`src/rtl/fpu_op_sched.sv`:
```
// Round-robin scheduler sharing one fadd and one fmul across NREQ requesters for (a+/-b)*c.
// Optional FPU_OP_SCHED_STATS_EN adds the ops_done completed-response counter.
module fadd (
  input  logic [31:0] num1,
  input  logic [31:0] num2,
  output logic [31:0] result
);
  logic [31:0] big, sml;
  logic [7:0]  ediff;
  logic [23:0] mb, ms, ms_sh;
  logic [24:0] msum, mnorm;
  logic [9:0]  enorm;
  logic [4:0]  lead;

  always_comb begin
    if (num1[30:0] >= num2[30:0]) begin
      big = num1;
      sml = num2;
    end else begin
      big = num2;
      sml = num1;
    end
    ediff = big[30:23] - sml[30:23];
    mb    = (big[30:23] == '0) ? '0 : {1'b1, big[22:0]};
    ms    = (sml[30:23] == '0) ? '0 : {1'b1, sml[22:0]};
    ms_sh = (ediff > 8'd23) ? '0 : (ms >> ediff);
    msum  = (big[31] == sml[31]) ? ({1'b0, mb} + {1'b0, ms_sh}) : ({1'b0, mb} - {1'b0, ms_sh});
    lead  = '0;
    for (int unsigned i = 0; i < 25; i++) begin
      if (msum[i]) lead = 5'(i);
    end
    // lead==24 is a carry out of the add; otherwise renormalise left after cancellation
    if (lead == 5'd24) begin
      mnorm = msum >> 1;
      enorm = {2'b0, big[30:23]} + 10'd1;
    end else begin
      mnorm = msum << (5'd23 - lead);
      enorm = {2'b0, big[30:23]} - {5'b0, 5'd23 - lead};
    end
    if (msum == '0 || enorm[9] || enorm == '0) begin
      result = '0;
    end else if (enorm >= 10'd255) begin
      result = {big[31], 8'hFF, 23'b0};
    end else begin
      result = {big[31], enorm[7:0], mnorm[22:0]};
    end
  end
endmodule

module fmul (
  input  logic [31:0] num1,
  input  logic [31:0] num2,
  output logic [31:0] result
);
  logic [23:0] ma, mb;
  logic [47:0] prod;
  logic [22:0] frac;
  logic [9:0]  e;
  logic        sign;

  always_comb begin
    sign = num1[31] ^ num2[31];
    ma   = (num1[30:23] == '0) ? '0 : {1'b1, num1[22:0]};
    mb   = (num2[30:23] == '0) ? '0 : {1'b1, num2[22:0]};
    prod = ma * mb;
    if (prod[47]) begin
      frac = prod[46:24];
      e    = {2'b0, num1[30:23]} + {2'b0, num2[30:23]} - 10'd126;
    end else begin
      frac = prod[45:23];
      e    = {2'b0, num1[30:23]} + {2'b0, num2[30:23]} - 10'd127;
    end
    if (ma == '0 || mb == '0 || e[9] || e == '0) begin
      result = {sign, 31'b0};
    end else if (e >= 10'd255) begin
      result = {sign, 8'hFF, 23'b0};
    end else begin
      result = {sign, e[7:0], frac};
    end
  end
endmodule

module fpu_op_sched #(
  parameter int NREQ = 2,
  parameter int IDW  = $clog2(NREQ)
) (
  input  logic               clk,
  input  logic               rst,
  input  logic [NREQ-1:0]    req_valid,
  output logic [NREQ-1:0]    req_ready,
  input  logic [NREQ-1:0]    req_op,
  input  logic [NREQ*32-1:0] req_a,
  input  logic [NREQ*32-1:0] req_b,
  input  logic [NREQ*32-1:0] req_c,
  output logic               rsp_valid,
  input  logic               rsp_ready,
  output logic [IDW-1:0]     rsp_id,
  output logic [31:0]        rsp_res,
  output logic               busy
`ifdef FPU_OP_SCHED_STATS_EN
  ,
  output logic [15:0]        ops_done
`endif
);
  typedef enum logic [1:0] {IDLE, ADD, MUL, RESP} state_t;

  state_t          state;
  logic [IDW-1:0]  rr_ptr, gnt_id, id_q;
  logic            gnt_any, op_q, sel_op;
  logic [31:0]     a_q, b_q, c_q, sum_q, res_q;
  logic [31:0]     sel_a, sel_b, sel_c, add_res, mul_res;
  int unsigned     idx;

  // Rotating priority search starting at rr_ptr
  always_comb begin
    gnt_any = 1'b0;
    gnt_id  = '0;
    idx     = 0;
    for (int unsigned k = 0; k < NREQ; k++) begin
      idx = (32'(rr_ptr) + k) % NREQ;
      if (!gnt_any && req_valid[idx]) begin
        gnt_any = 1'b1;
        gnt_id  = IDW'(idx);
      end
    end
    sel_a  = '0;
    sel_b  = '0;
    sel_c  = '0;
    sel_op = 1'b0;
    for (int unsigned i = 0; i < NREQ; i++) begin
      if (IDW'(i) == gnt_id) begin
        sel_a  = req_a[i*32 +: 32];
        sel_b  = req_b[i*32 +: 32];
        sel_c  = req_c[i*32 +: 32];
        sel_op = req_op[i];
      end
    end
    req_ready = (state == IDLE && gnt_any) ? ({{(NREQ-1){1'b0}}, 1'b1} << gnt_id) : '0;
  end

  fadd u_fadd (
    .num1   (a_q),
    .num2   ({b_q[31] ^ ~op_q, b_q[30:0]}),
    .result (add_res)
  );

  fmul u_fmul (
    .num1   (sum_q),
    .num2   (c_q),
    .result (mul_res)
  );

  always_ff @(posedge clk or posedge rst) begin
    if (rst) begin
      state  <= IDLE;
      rr_ptr <= '0;
      id_q   <= '0;
      op_q   <= 1'b0;
      a_q    <= '0;
      b_q    <= '0;
      c_q    <= '0;
      sum_q  <= '0;
      res_q  <= '0;
    end else begin
      case (state)
        IDLE: if (gnt_any) begin
          a_q    <= sel_a;
          b_q    <= sel_b;
          c_q    <= sel_c;
          op_q   <= sel_op;
          id_q   <= gnt_id;
          rr_ptr <= (gnt_id == IDW'(NREQ-1)) ? '0 : gnt_id + 1'b1;
          state  <= ADD;
        end
        ADD: begin
          sum_q <= add_res;
          state <= MUL;
        end
        MUL: begin
          res_q <= mul_res;
          state <= RESP;
        end
        RESP: if (rsp_ready) state <= IDLE;
        default: state <= IDLE;
      endcase
    end
  end

  assign rsp_valid = (state == RESP);
  assign busy      = (state != IDLE);
  assign rsp_id    = id_q;
  assign rsp_res   = res_q;

`ifdef FPU_OP_SCHED_STATS_EN
  always_ff @(posedge clk or posedge rst) begin
    if (rst) begin
      ops_done <= '0;
    end else if (state == RESP && rsp_ready && ops_done != 16'hFFFF) begin
      ops_done <= ops_done + 16'd1;
    end
  end
`endif
endmodule

```
`config.mk`:
```
export PLATFORM = sky130hd
export DESIGN_NAME = fpu_op_sched
export DESIGN_NICKNAME = d
export VERILOG_FILES = /design/src/rtl/fpu_op_sched.sv
export SDC_FILE = /design/constraint.sdc
export NUM_CORES = 2
export LEC_CHECK = 0
export ABC_AREA = 1
export ABC_CLOCK_PERIOD_IN_PS = 8930
export BUFFER_PORTS_ARGS = -buffer_cell sky130_fd_sc_hd__buf_2
export CAP_MARGIN = 20
export CORE_MARGIN = 2
export CORE_UTILIZATION = 47
export CTS_BUF_LIST = sky130_fd_sc_hd__clkbuf_8
export DETAILED_ROUTE_END_ITERATION = 10
export GPL_TIMING_DRIVEN = 0
export PLACE_DENSITY = 0.67
export SYNTH_ARGS = -nofsm -noshare
export SYNTH_HDL_FRONTEND = slang
export SYNTH_SLANG_ARGS = --single-unit
```
`constraint.sdc`:
```
create_clock -name clk -period 8.93 [get_ports clk]
set_input_delay 0.4465 -clock clk [delete_from_list [all_inputs] [get_ports clk]]
set_output_delay 0.4465 -clock clk [all_outputs]
set_load 0.02 [all_outputs]
```
==> flow_metrics.py <==
metrics = {
    "setup_path": {
        "critPathMaxStageDelay_ps": 500,
        "r2r_slack_ps": -520,
        "required_ps": 9400,
        "r2r_cells": 71,
        "setup.worst_path.start_class": "register",
        "cpLargestDelayFamily": "simple AND/OR/NAND/NOR gates",
        "reg2reg_to": "sum_q[7]$_DFFE_PP0N_",
        "cp-end-kind": "register",
        "crit_type": "register to register",
        "worstSetupPathDepth": 71,
        "timing.rr.start": "a_q[8]$_DFFE_PP0P_",
        "cp-endpoint": "sum_q[7]$_DFFE_PP0N_",
        "worst-path-buf-inv": 11,
        "critPathMostFrequentCell": "nand2_1",
        "worstPathMaxFanout": 10,
        "worstSetupStartpoint": "a_q[8]$_DFFE_PP0P_",
        "crit_slowest_cell": "dfrtp_2",
        "cp_data_arrival_time_ps": 9910,
    },
    "timing": {
        "timing.final.crit_share_pct": 106,
        "rsz0062_at_grt": "yes",
        "relSlewSlack_pct": 28.9,
        "fmax_mhz": 106,
        "hold_ws_ps": 63.0,
        "slew_viol_final": 0,
        "setup_violations": 47,
        "fin_crit_ps": 9450,
        "worst_pin_slew_ps": 1070,
        "skew_ps": 22.6,
        "setup_slack_ps": -516,
        "hold_viol_final": 0,
    },
    "place": {
        "place_hpwl_um": 102000,
        "numPortBuffers": 235,
        "dpl.cell_count": 5634,
        "place.gp.congestion": 1.06,
    },
    "synthesis": {
        "avgSynthCellArea_um2": 7.32,
        "yosysTopAreaCellShare_pct": 29.7,
        "ys_ff_latch": 165,
        "yosys_warnings": 0,
        "synthDistinctLibCells": 58,
        "ys.flop_type": "dfrtp_1",
        "synth_edf_count": 0,
        "syn-num-nets": 5395,
        "ys_seq_area_share_pct": 12.6,
        "synth_area_leaders": "fa_1, nand2_1, dfrtp_1, ha_1, inv_1",
        "async_reset_ff_share_pct": 100,
        "syn_inst": 4462,
        "synth_area_um2": 32700,
        "synth_largest_area_cell": "fa_1",
    },
    "job": {
        "maxCapViolations": 0,
    },
    "clock_network": {
        "cts.sinks": 165,
        "cts-buffers-inserted": 17,
        "cts_buffer_depth": 2,
        "htreeDepth": 4,
        "clk_latency_ps": 590,
        "cts_tree": "done",
        "clk_pin_slew_worst_paths_ps": 120,
        "ctsRootBufferMaster": "clkbuf_8",
    },
    "outcome": {
        "violations": "setup timing",
        "status": "complete, but fails checks",
    },
    "die": {
        "die-area_um2": 71600,
        "dieWidth_um": 268,
        "io_pins": 236,
        "row_count": 96,
        "die_h_um": 268,
        "core_area_um2": 68700,
        "start_util_pct": 47.6,
    },
    "layout": {
        "area_growth_syn_to_layout_pct": 23.6,
        "drive_above_1_share_pct": 22.4,
        "layout_commonest_cell": "nand2_1",
        "final_cell_mix": "nand2_1, inv_1, fa_1, nor2_1, nand3_1",
        "fin_cells": 5916,
        "nets": 5907,
        "fillCellCount": 6435,
        "fin_util_pct": 58.8,
    },
    "hold_path": {
        "min_from": "req_a[10]",
        "hold_path_class": "primary input to register",
        "hold_depth": 3,
    },
    "global_routing": {
        "grt_pass1_wl_um": 192000,
        "grt_pass1_vias": 32800,
        "grt_max_degree": 95,
        "antenna_found_initial": 1,
        "grt_overflow": 0,
        "gr-usage-all-layers_pct": 35.8,
    },
    "routing": {
        "wl_per_cell_um": 21.6,
        "post-route-drc-count": 0,
        "ant_nets": 0,
        "drt_wl_total_um": 128000,
        "initialDrtViolationCount": 3342,
        "firstDrtPassIters": 6,
        "dr_total_vias": 33100,
        "viasPerCell": 5.59,
    },
}
[flip-flops by register name, indices dropped and copies added (netlist names)]
register,flops
a_q,32
rsp_res,32
b_q,32
rsp_id,1
rr_ptr,1
state,2
c_q,32
op_q,1
sum_q,32
[how the worst min path moves through the flow]
| stage | to | slack [ps] |
|---|---|---|
| 2_1_floorplan | sum_q[12]$_DFFE_PP0N_ | 450 |
| 3_3_place_gp | sum_q[19]$_DFFE_PP0N_ | 460 |
| 3_5_place_dp | rsp_res[3]$_DFFE_PP0P_ | 470 |
| 4_1_cts | a_q[15]$_DFFE_PP0P_ | 50 |
| 5_1_grt | a_q[15]$_DFFE_PP0P_ | 60 |
| 6_report | a_q[10]$_DFFE_PP0P_ | 60 |
[synth_stat cells, drive strengths merged (48+ instances only)]
cell type  number
fa            484
a21oi         124
inv           793
o21ai         147
nor2          397
buf            48
nand3         320
nand2        1283
ha            250
clkbuf        127
o211ai         77
xor2           68
dfrtp         165
[per-stage QoR]
stage / TNS [ps] / instance area (um^2) / worst slack [ps]
after CTS: -12280 / 38500 / -443
after global routing: -39550 / 40400 / -996
final: -14310 / 40400 / -516
after global placement: -164450 / 35000 / -2990
after floorplan: 0 / 32700 / 15.4
after detailed placement: -162070 / 35100 / -3130
[worst reg2reg max path, delay by kind of cell (launching register included)]
kind / cells / cell delay (ps)
AND/OR/NAND/NOR: 34 / 3390
AO/OA/AOI/OAI: 20 / 2780
buffers and inverters: 11 / 1320
adder cells (fa/ha/maj): 3 / 860
flip-flops: 1 / 500
XOR/XNOR: 3 / 500
[layer usage]
metal,GRT usage [%],vias up,part of all wire [%]
met5,0,-,0
met4,18.3,0,6.0
met3,6.74,379,9.1
met2,57.0,1593,45
met1,46.7,16300,40
li1,-,14800,-
[cell type report]
class	instances	area, um^2	share of cell area, %
multi-input cells	3320	27100	67.0
flip-flops and latches	165	4150	10.3
repair buffers	498	3400	8.43
inverters	805	3110	7.70
well taps	931	1160	2.88
plain buffers	167	1120	2.78
clock buffers	18	248	0.613
clock inverters	11	126	0.313
diodes	1	2.50	0.00620
[logic make-up after synthesis]
family / count (synthesis) / share of synthesized area (%)
DFF: 165 / 12.6
AOI/OAI and AO/OA: 424 / 7.76
and+or+nand+nor: 2057 / 26.0
adders and majority gates: 734 / 39.2
muxes: 6 / 0.184
buffers and inverters: 980 / 11.6
xor gates and xnor gates: 96 / 2.60
[what timing repair did]
action                                  in CTS  in global routing
pin swaps                                  130                204
hold endpoints to repair                     4                  0
endpoints found under the setup margin      63                 62
setup buffers                              142                111
cloned                                       5                  2
hold buffers                                 1                  0
resized for setup                          494                331
Power is left out: the tool's default activity adds up to more than one toggle a clock period on the data nets, which glitch-free logic cannot reach.
